**src/rtl/truth_table_sweeper.sv**
```systemverilog
`default_nettype none
// ============================================================================
// Module      : truth_table_sweeper
// Description : Drives all input rows of an N-input boolean unit, captures its
//               truth table and compares it against an expected minterm mask.
// Revision    : 1.0  initial release
// ============================================================================
module truth_table_sweeper #(
  parameter int N_VARS = 3,
  parameter int SETTLE = 1
) (
  input  logic                   clk,
  input  logic                   rst_n,
  input  logic                   i_start,
  input  logic [2**N_VARS-1:0]   i_expected,
  output logic [N_VARS-1:0]      o_vars,
  input  logic                   i_s_in,
  output logic                   o_busy,
  output logic                   o_done,
  output logic [2**N_VARS-1:0]   o_table_out,
  output logic [N_VARS:0]        o_zero_count,
  output logic                   o_match,
  output logic                   o_bad_valid,
  output logic [N_VARS-1:0]      o_first_bad
);

  localparam int ROWS = 2**N_VARS;
  localparam int ZW   = N_VARS + 1;
  localparam logic [N_VARS-1:0] c_LAST_IDX = N_VARS'(ROWS - 1);
  localparam logic [3:0]        c_SETTLE   = 4'(SETTLE);

  typedef enum logic [1:0] {
    S_IDLE   = 2'd0,
    S_WAIT   = 2'd1,
    S_SAMPLE = 2'd2,
    S_FINISH = 2'd3
  } state_t;

  state_t            r_state;
  state_t            w_next;
  logic [N_VARS-1:0] r_idx;
  logic [3:0]        r_cnt;
  logic [ROWS-1:0]   r_exp;
  logic [N_VARS-1:0] r_vars;
  logic              r_busy;
  logic              r_done;
  logic [ROWS-1:0]   r_table;
  logic [ZW-1:0]     r_zero_count;
  logic              r_match;
  logic              r_bad_valid;
  logic [N_VARS-1:0] r_first_bad;

  logic              w_accept;
  logic [ROWS-1:0]   w_diff;
  logic [ZW-1:0]     w_zeros;
  logic [N_VARS-1:0] w_first_bad;

  // busy is still high in the done cycle, so start there is not accepted
  assign w_accept = (r_state == S_IDLE) && i_start && !r_busy;

  always_ff @(posedge clk or negedge rst_n) begin
    if (!rst_n) r_state <= S_IDLE;
    else        r_state <= w_next;
  end

  always_comb begin
    w_next = r_state;
    case (r_state)
      S_IDLE:   if (w_accept) w_next = S_WAIT;
      S_WAIT:   if (r_cnt == 4'd0) w_next = S_SAMPLE;
      S_SAMPLE: w_next = (r_idx == c_LAST_IDX) ? S_FINISH : S_WAIT;
      S_FINISH: w_next = S_IDLE;
      default:  w_next = S_IDLE;
    endcase
  end

  // Scan from the top so the lowest mismatching row wins
  always_comb begin
    w_diff      = r_table ^ r_exp;
    w_zeros     = '0;
    w_first_bad = '0;
    for (int i = ROWS - 1; i >= 0; i--) begin
      w_zeros = w_zeros + ZW'(~r_table[i]);
      if (w_diff[i]) w_first_bad = N_VARS'(i);
    end
  end

  always_ff @(posedge clk or negedge rst_n) begin
    if (!rst_n) begin
      r_idx        <= '0;
      r_cnt        <= '0;
      r_exp        <= '0;
      r_vars       <= '0;
      r_busy       <= 1'b0;
      r_done       <= 1'b0;
      r_table      <= '0;
      r_zero_count <= '0;
      r_match      <= 1'b0;
      r_bad_valid  <= 1'b0;
      r_first_bad  <= '0;
    end else begin
      case (r_state)
        S_IDLE: begin
          r_done <= 1'b0;
          if (w_accept) begin
            r_exp   <= i_expected;
            r_idx   <= '0;
            r_vars  <= '0;
            r_cnt   <= c_SETTLE;
            r_busy  <= 1'b1;
            r_table <= '0;
          end else begin
            r_busy <= 1'b0;
          end
        end
        S_WAIT: begin
          if (r_cnt != 4'd0) r_cnt <= r_cnt - 4'd1;
        end
        S_SAMPLE: begin
          r_table[r_idx] <= i_s_in;
          if (r_idx != c_LAST_IDX) begin
            r_idx  <= r_idx + 1'b1;
            r_vars <= r_idx + 1'b1;
            r_cnt  <= c_SETTLE;
          end
        end
        S_FINISH: begin
          r_zero_count <= w_zeros;
          r_match      <= ~|w_diff;
          r_bad_valid  <= |w_diff;
          r_first_bad  <= w_first_bad;
          r_done       <= 1'b1;
        end
        default: ;
      endcase
    end
  end

  assign o_vars       = r_vars;
  assign o_busy       = r_busy;
  assign o_done       = r_done;
  assign o_table_out  = r_table;
  assign o_zero_count = r_zero_count;
  assign o_match      = r_match;
  assign o_bad_valid  = r_bad_valid;
  assign o_first_bad  = r_first_bad;

endmodule
`default_nettype wire

```
**config.mk**
```make
export PLATFORM = sky130hd
export DESIGN_NAME = truth_table_sweeper
export DESIGN_NICKNAME = d
export VERILOG_FILES = /design/src/rtl/truth_table_sweeper.sv
export SDC_FILE = /design/constraint.sdc
export NUM_CORES = 1
export LEC_CHECK = 0
export ABC_AREA = 1
export CAP_MARGIN = 20
export CORE_MARGIN = 2
export CORE_UTILIZATION = 35
export DETAILED_ROUTE_END_ITERATION = 16
export PLACE_DENSITY_LB_ADDON = 0.3
export SETUP_SLACK_MARGIN = 0.05
export SLEW_MARGIN = 20
export SYNTH_ARGS = -nofsm -noshare
export SYNTH_HDL_FRONTEND = slang
export SYNTH_SLANG_ARGS = --single-unit
```
**constraint.sdc**
```tcl
create_clock -name clk -period 3.8 [get_ports clk]
set_input_delay 0.76 -clock clk [delete_from_list [all_inputs] [get_ports clk]]
set_output_delay 0.76 -clock clk [all_outputs]
set_load 0.02 [all_outputs]
```
==> results of run 1 <==
-- routing by layer --
metal | wire (µm) | vias up | track usage [%]
met3 | 146 | 5 | 3.30
li1 | - | 774 | -
met1 | 2090 | 730 | 19.8
met2 | 1840 | 25 | 24.2
met4 | 62 | 0 | 6.21
met5 | 0 | - | 0
-- worst max-delay path: cells and delay by family (launching register included) --
family / cells / cell delay, ns
compound gates: 1 / 0.14
xor+xnor: 1 / 0.15
fa+ha+maj: 5 / 2.10
buf+inv: 2 / 0.12
flops: 1 / 0.44
-- cells in the final DEF, fill, tap and decap left out, drive strengths merged --
cell type,instances
a21oi,11
a22o,6
and2,1
buf,1
clkbuf,8
clkdlybuf4s50,33
dfrtp,36
fa,4
ha,12
inv,30
mux2,6
nand2,46
nand3,8
nor2,10
nor3,10
o21a,1
o21ai,22
o22ai,2
xnor2,6
xor2,1
-- registers in the layout (all words and copies together) (netlist names) --
signal        flops
o_bad_valid       1
o_busy            1
o_done            1
o_first_bad       3
o_match           1
o_table_out       8
o_vars            3
o_zero_count      4
r_cnt             4
r_exp             8
r_state           2
-- final timing paths --
path / from / endpoint / slack [ns] / depth (start not counted)
max: o_table_out[6] / o_zero_count[2] / 0.78 / 9
min: o_zero_count[0] / o_zero_count[0] / 0.48 / 2
max reg2reg: o_table_out[6] / o_zero_count[2] / 0.78 / 9
min reg2reg: o_zero_count[0] / o_zero_count[0] / 0.48 / 2
max in group asynchronous: rst_n / o_zero_count[0] / 2.57 / 2
min in group asynchronous: rst_n / r_exp[7] / 0.90 / 2
-- power breakdown --
part	internal [µW]	switching [µW]	leakage, µW
Sequential	521	99.7	0.000458
Combinational	424	580	0.000608
Clock	148	135	0.0000455
Total	1090	815	0.00111
-- kinds of logic (layout without fill, tap and decap cells) --
kind of cell | Yosys count | in the layout
and+or+nand+nor | 75 | 75
AOI/OAI and AO/OA | 42 | 42
DFF | 36 | 36
buffers and inverters | 31 | 72
adders and majority gates | 16 | 16
xor gates and xnor gates | 7 | 7
muxes | 6 | 6
-- final cells by class --
cell class	count	area (µm²)	share of cell area, %
flip-flops and latches	36	901	36.1
well taps	72	90.1	3.61
inverters	30	113	4.51
repair buffers	34	338	13.5
multi-input cells	146	963	38.6
clock buffers	8	90.1	3.61
-- per-stage QoR --
stage	hold slack (ns)	area (µm²)
final	0.478	2490
after floorplan	0.464	1980
after CTS	0.487	2490
after global routing	0.508	2490
after global placement	0.466	2400
after detailed placement	0.470	2400
==> reports/qor.txt, run 1 <==
Initial antenna violation count: 0
Max VDD drop: 0.393 mV
Post-synthesis simple-gate area fraction: 16.6%
Via count: 1534
GP Congestion: 0.811
Synth Area in XOR/XNOR: 3.09%
Synth Warn #: 0
Vias in the first global route: 1592
Die X: 79.3 µm
Top cell type's share of synthesized area: 45.5%
Post-route ant nets: 0
Hold Fails Final Rpt: 0
Setup TNS Final: 0 ns
Post-synth top cells: nand2_1, dfrtp_1, inv_1
First-pass GRT wire length: 7.32 mm
EDFF count, synth: 0
DR vias/cell: 4.71
Finished Core Util: 45.6%
Avg WL per Cell: 12.7 µm
Syn avg cell area: 9.30 µm²
Leakage: 0.00111 µW
Syn-to-layout area delta: 25.9%
Critical path arrival: 3.23 ns
Top FF cell, synth: dfrtp_1
Pin count of the biggest net entering global routing: 37
Hold Crit Class: register to register
Cells after synthesis: 213
Final worst slack: 0.776 ns
Skew-Pair Late Insertion Delay: 0.29 ns
Post-CTS Resized: 0
Clock root buffer: clkbuf_8
Pins Over Slew Limit: 0
CP max stage cell: fa_1
Worst Skew: 0.00586 ns
CTS Buf Count: 5
CP startpoint kind: register
Cell Pwr Density: 764 nW/µm²
Die area: 6280 µm²
Setup crit end kind: register
Share of cells above drive strength 1: 9.45%
DIE HEIGHT: 79.3 µm
Setup violators final: 0
Syn Nets: 241
WP data required: 4.01 ns
Placed insts: 318
CP cell instances: fa_1 -> inv_1 -> fa_1 -> fa_1 -> ha_1 -> inv_1 -> fa_1 -> xor2_1 -> o21ai_0
Clock transition at the registers of the reported paths: 0.07 ns
Largest family of logic cells by synthesized area: simple AND/OR/NAND/NOR gates
# port buffers: 33
Initial drt markers: 68
Starting density of the core: 36.2%
Most frequent CP cell: fa_1
# IOs: 34
# clock sinks: 36
DRC: 0
Site Rows: 27
Max-cap viol count: 0
Synth top area cells: dfrtp_1, nand2_1, ha_1
Synth area leader: dfrtp_1
Total Nets Final: 281
Post-synthesis sequential area ratio: 45.5%
Fmax: 331 MHz
GRT Util Overall: 15.1%
WS Path Type: register to register
Htree depth: 2
CTS Buffer Depth: 2
CTS Hold Buffers Added: 0
Adder-cell share of the synthesized area: 11.6%
Drt pass-1 iters: 4
Complex-gate fraction of the synthesized area: 13.9%
Yosys reg bits: 36
Fraction of registers with async set/reset: 100%
Detailed Route WL: 4.13 mm
Syn Std Cell Area: 1980 µm²
Total congestion overflow: 0
Detailed Place HPWL: 3.06 mm
Tot Pwr: 1910 µW
Core Area: 5470 µm²
Fin cells: 326
CP max FO: 5
Antenna diodes: 0
Post-synthesis mux area share: 3.41%
Fill cell count: 555
Outcome: complete, no violations
Ratio of final minimum period to clock period: 79.6%
DP Worst Slack: 0.765 ns
Yosys cell types: 27
Max transition margin: 68.3%
Measured slew at the worst slew-check pin: 0.475 ns
Setup Fix Bufs, Post-CTS: 0
Most common cell in the netlist: nand2_1
Minimum clock period: 3.02 ns
RSZ-0062 raised after global routing: no
CTS tree: built
Max incr delay on CP: 0.57 ns
Power figures use the tool's default switching activity.
==> run 2, diff against run 1 <==
==> constraint.sdc (replaced) <==
create_clock -name clk -period 2.6 [get_ports clk]
set_input_delay 0.52 -clock clk [delete_from_list [all_inputs] [get_ports clk]]
set_output_delay 0.52 -clock clk [all_outputs]
set_load 0.02 [all_outputs]
==> reports/qor.txt, run 2 (synthesis gave the netlist of run 1 again) <==
Top Family by Delay on Critical Path: adder cells
Post-route ant nets: 0 (unchanged)
Die X: 79.3 µm (unchanged)
Hold Slack: 0.482 ns (+0.00392 ns)
WS Path Type: register to register
GP Congestion: 0.746 (-7.9%)
Leakage: 0.00114 µW (+2.9%)
DR vias/cell: 4.59 (-2.4%)
Measured slew at the worst slew-check pin: 0.457 ns (-0.0183 ns)
DRC: 0 (unchanged)
CTS tree: built
Commonest non-fill, non-tap cell in the layout: nand2_1
Hold Crit Class: register to register
CP startpoint kind: register
Max-cap viol count: 0 (unchanged)
GRT Util Overall: 13.4% (-1.7 points)
Cell Pwr Density: 1120 nW/µm² (+46%)
Setup violators final: 2 (+2)
Setup Fix Bufs, Post-CTS: 0 (unchanged)
Critical path arrival: 3.00 ns (-0.23 ns)
Starting density of the core: 36.2% (unchanged)
Fmax: 354 MHz (+7.2%)
RSZ-0062 raised after global routing: yes
Setup crit end kind: register
Drt pass-1 iters: 4 (unchanged)
R2R cell count: 8 (-1)
Pins Over Slew Limit: 0 (unchanged)
Placed insts: 324 (+1.9%)
Max transition margin: 69.5% (+1.2 points)
Ratio of final minimum period to clock period: 109% (+29 points)
CTS Buf Count: 5 (unchanged)
Most frequent CP cell: fa_1
Die area: 6280 µm² (unchanged)
Syn-to-layout area delta: 29.6%
Htree depth: 2 (unchanged)
Pin count of the biggest net entering global routing: 37 (unchanged)
Setup TNS Final: -0.424 ns (-0.424 ns)
Antenna diodes: 0 (unchanged)
WP depth: 8 (-1)
Initial antenna violation count: 0 (unchanged)
Hold-critical path depth: 1 (-1)
Finished Core Util: 46.9% (+1.3 points)
Detailed Place HPWL: 2.88 mm (-6.0%)
Detailed Route WL: 3.81 mm (-7.9%)
Minimum clock period: 2.82 ns (-0.202 ns)
Total congestion overflow: 0 (unchanged)
Share of cells above drive strength 1: 14.2% (+4.8 points)
Skew-Pair Late Insertion Delay: 0.29 ns (about the same)
CP cell instances: fa_1 -> inv_1 -> fa_1 -> fa_1 -> ha_2 -> inv_2 -> fa_2 -> o21ai_1
Initial drt markers: 95 (+40%)
# clock sinks: 36 (unchanged)
Worst Skew: 0.00698 ns (+0.00113 ns)
Via count: 1524 (-0.65%)
Fin cells: 332 (+1.8%)
Avg WL per Cell: 11.5 µm (-9.6%)
Total Nets Final: 287 (+2.1%)
Vias in the first global route: 1423 (-11%)
Failing checks: setup timing
Max incr delay on CP: 0.53 ns (-0.04 ns)
Core Area: 5470 µm² (unchanged)
DIE HEIGHT: 79.3 µm (unchanged)
WP data required: 2.78 ns (-1.23 ns)
Clock root buffer: clkbuf_8
# port buffers: 33 (unchanged)
CP max stage cell: fa_1
First-pass GRT wire length: 6.54 mm (-11%)
CP max FO: 2 (-3)
Hold Fails Final Rpt: 0 (unchanged)
# IOs: 34 (unchanged)
Crit path buf inv count: 2 (unchanged)
Outcome: finished, violations left
Clock transition at the registers of the reported paths: 0.08 ns (about the same)
Max VDD drop: 0.565 mV (+44%)
Most frequent cells in the layout: nand2_1, dfrtp_1, clkdlybuf4s50_1
DP Worst Slack: -0.242 ns (-1.01 ns)
Final worst slack: -0.222 ns (-0.998 ns)
CTS Buffer Depth: 2 (unchanged)
Site Rows: 27 (unchanged)
==> run 2: cell types whose count changed in the layout (fill, tap and decap cells not counted), moves of 2 or more <==
cell      delta
o21ai_1      +2
dfrtp_1      -2
buf_4        +6
dfrtp_2      +2
o21ai_0      -2
clkbuf_1     -2
==> run 2: worst paths after layout <==
kind	startpoint	end	slack [ns]
worst max-delay path	o_table_out[7]	o_zero_count[1]	-0.22
max in group asynchronous	rst_n	o_table_out[6]	1.61
worst min register to register	o_match	o_match	0.48
min in group asynchronous	rst_n	r_exp[7]	0.65
worst max register to register	o_table_out[7]	o_zero_count[1]	-0.22
worst min-delay path	o_match	o_match	0.48
==> run 2: report_power, final <==
part	total, µW	internal [µW]	leakage, µW	switching, µW
clock	492	284	0.0000541	208
sequential	899	760	0.000455	139
combinational	1480	642	0.000635	837
total	2870	1690	0.00114	1180
==> run 2: metrics by stage <==
step / instance area (µm²) / total power [µW]
detailed placement: 2460 / 2410
global route: 2570 / 3140
CTS: 2570 / 2910
global placement: 2460 / 2380
floorplan: 1990 / 1970
finish: 2570 / 2870
==> run 2: repair_timing <==
item	CTS	global route
gates cloned	0	0
resized for setup	1	0
endpoints found under the setup margin	2	3
pin swaps	1	0
hold buffers	0	0
==> run 2: per-layer routing <==
| layer | up-vias | part of all wire, % | wire, µm | GRT usage [%] |
|---|---|---|---|---|
| met5 | - | 0 | 0 | 0 |
| li1 | 794 | - | - | - |
| met3 | 7 | 4.5 | 172 | 2.39 |
| met1 | 690 | 50 | 1890 | 18.3 |
| met4 | 0 | 1.6 | 61 | 5.17 |
| met2 | 33 | 44 | 1680 | 21.3 |
==> run 2: final cells by class <==
class | count | area (µm²)
Sequential cell | 36 | 903
Clock buffer | 5 | 68.8
Inverter | 30 | 113
Clock inverter | 3 | 42.5
Multi-Input combinational cell | 146 | 968
Tap cell | 72 | 90.1
Fill cell | 545 | 2900
Timing Repair Buffer | 40 | 383
==> run 2: worst reg2reg max path: stages (launching register included) <==
cell and delay (ns):
dfrtp_2 0.42, fa_1 0.53, inv_1 0.05, fa_1 0.45, fa_1 0.50, ha_2 0.18
inv_2 0.04, fa_2 0.50, o21ai_1 0.05
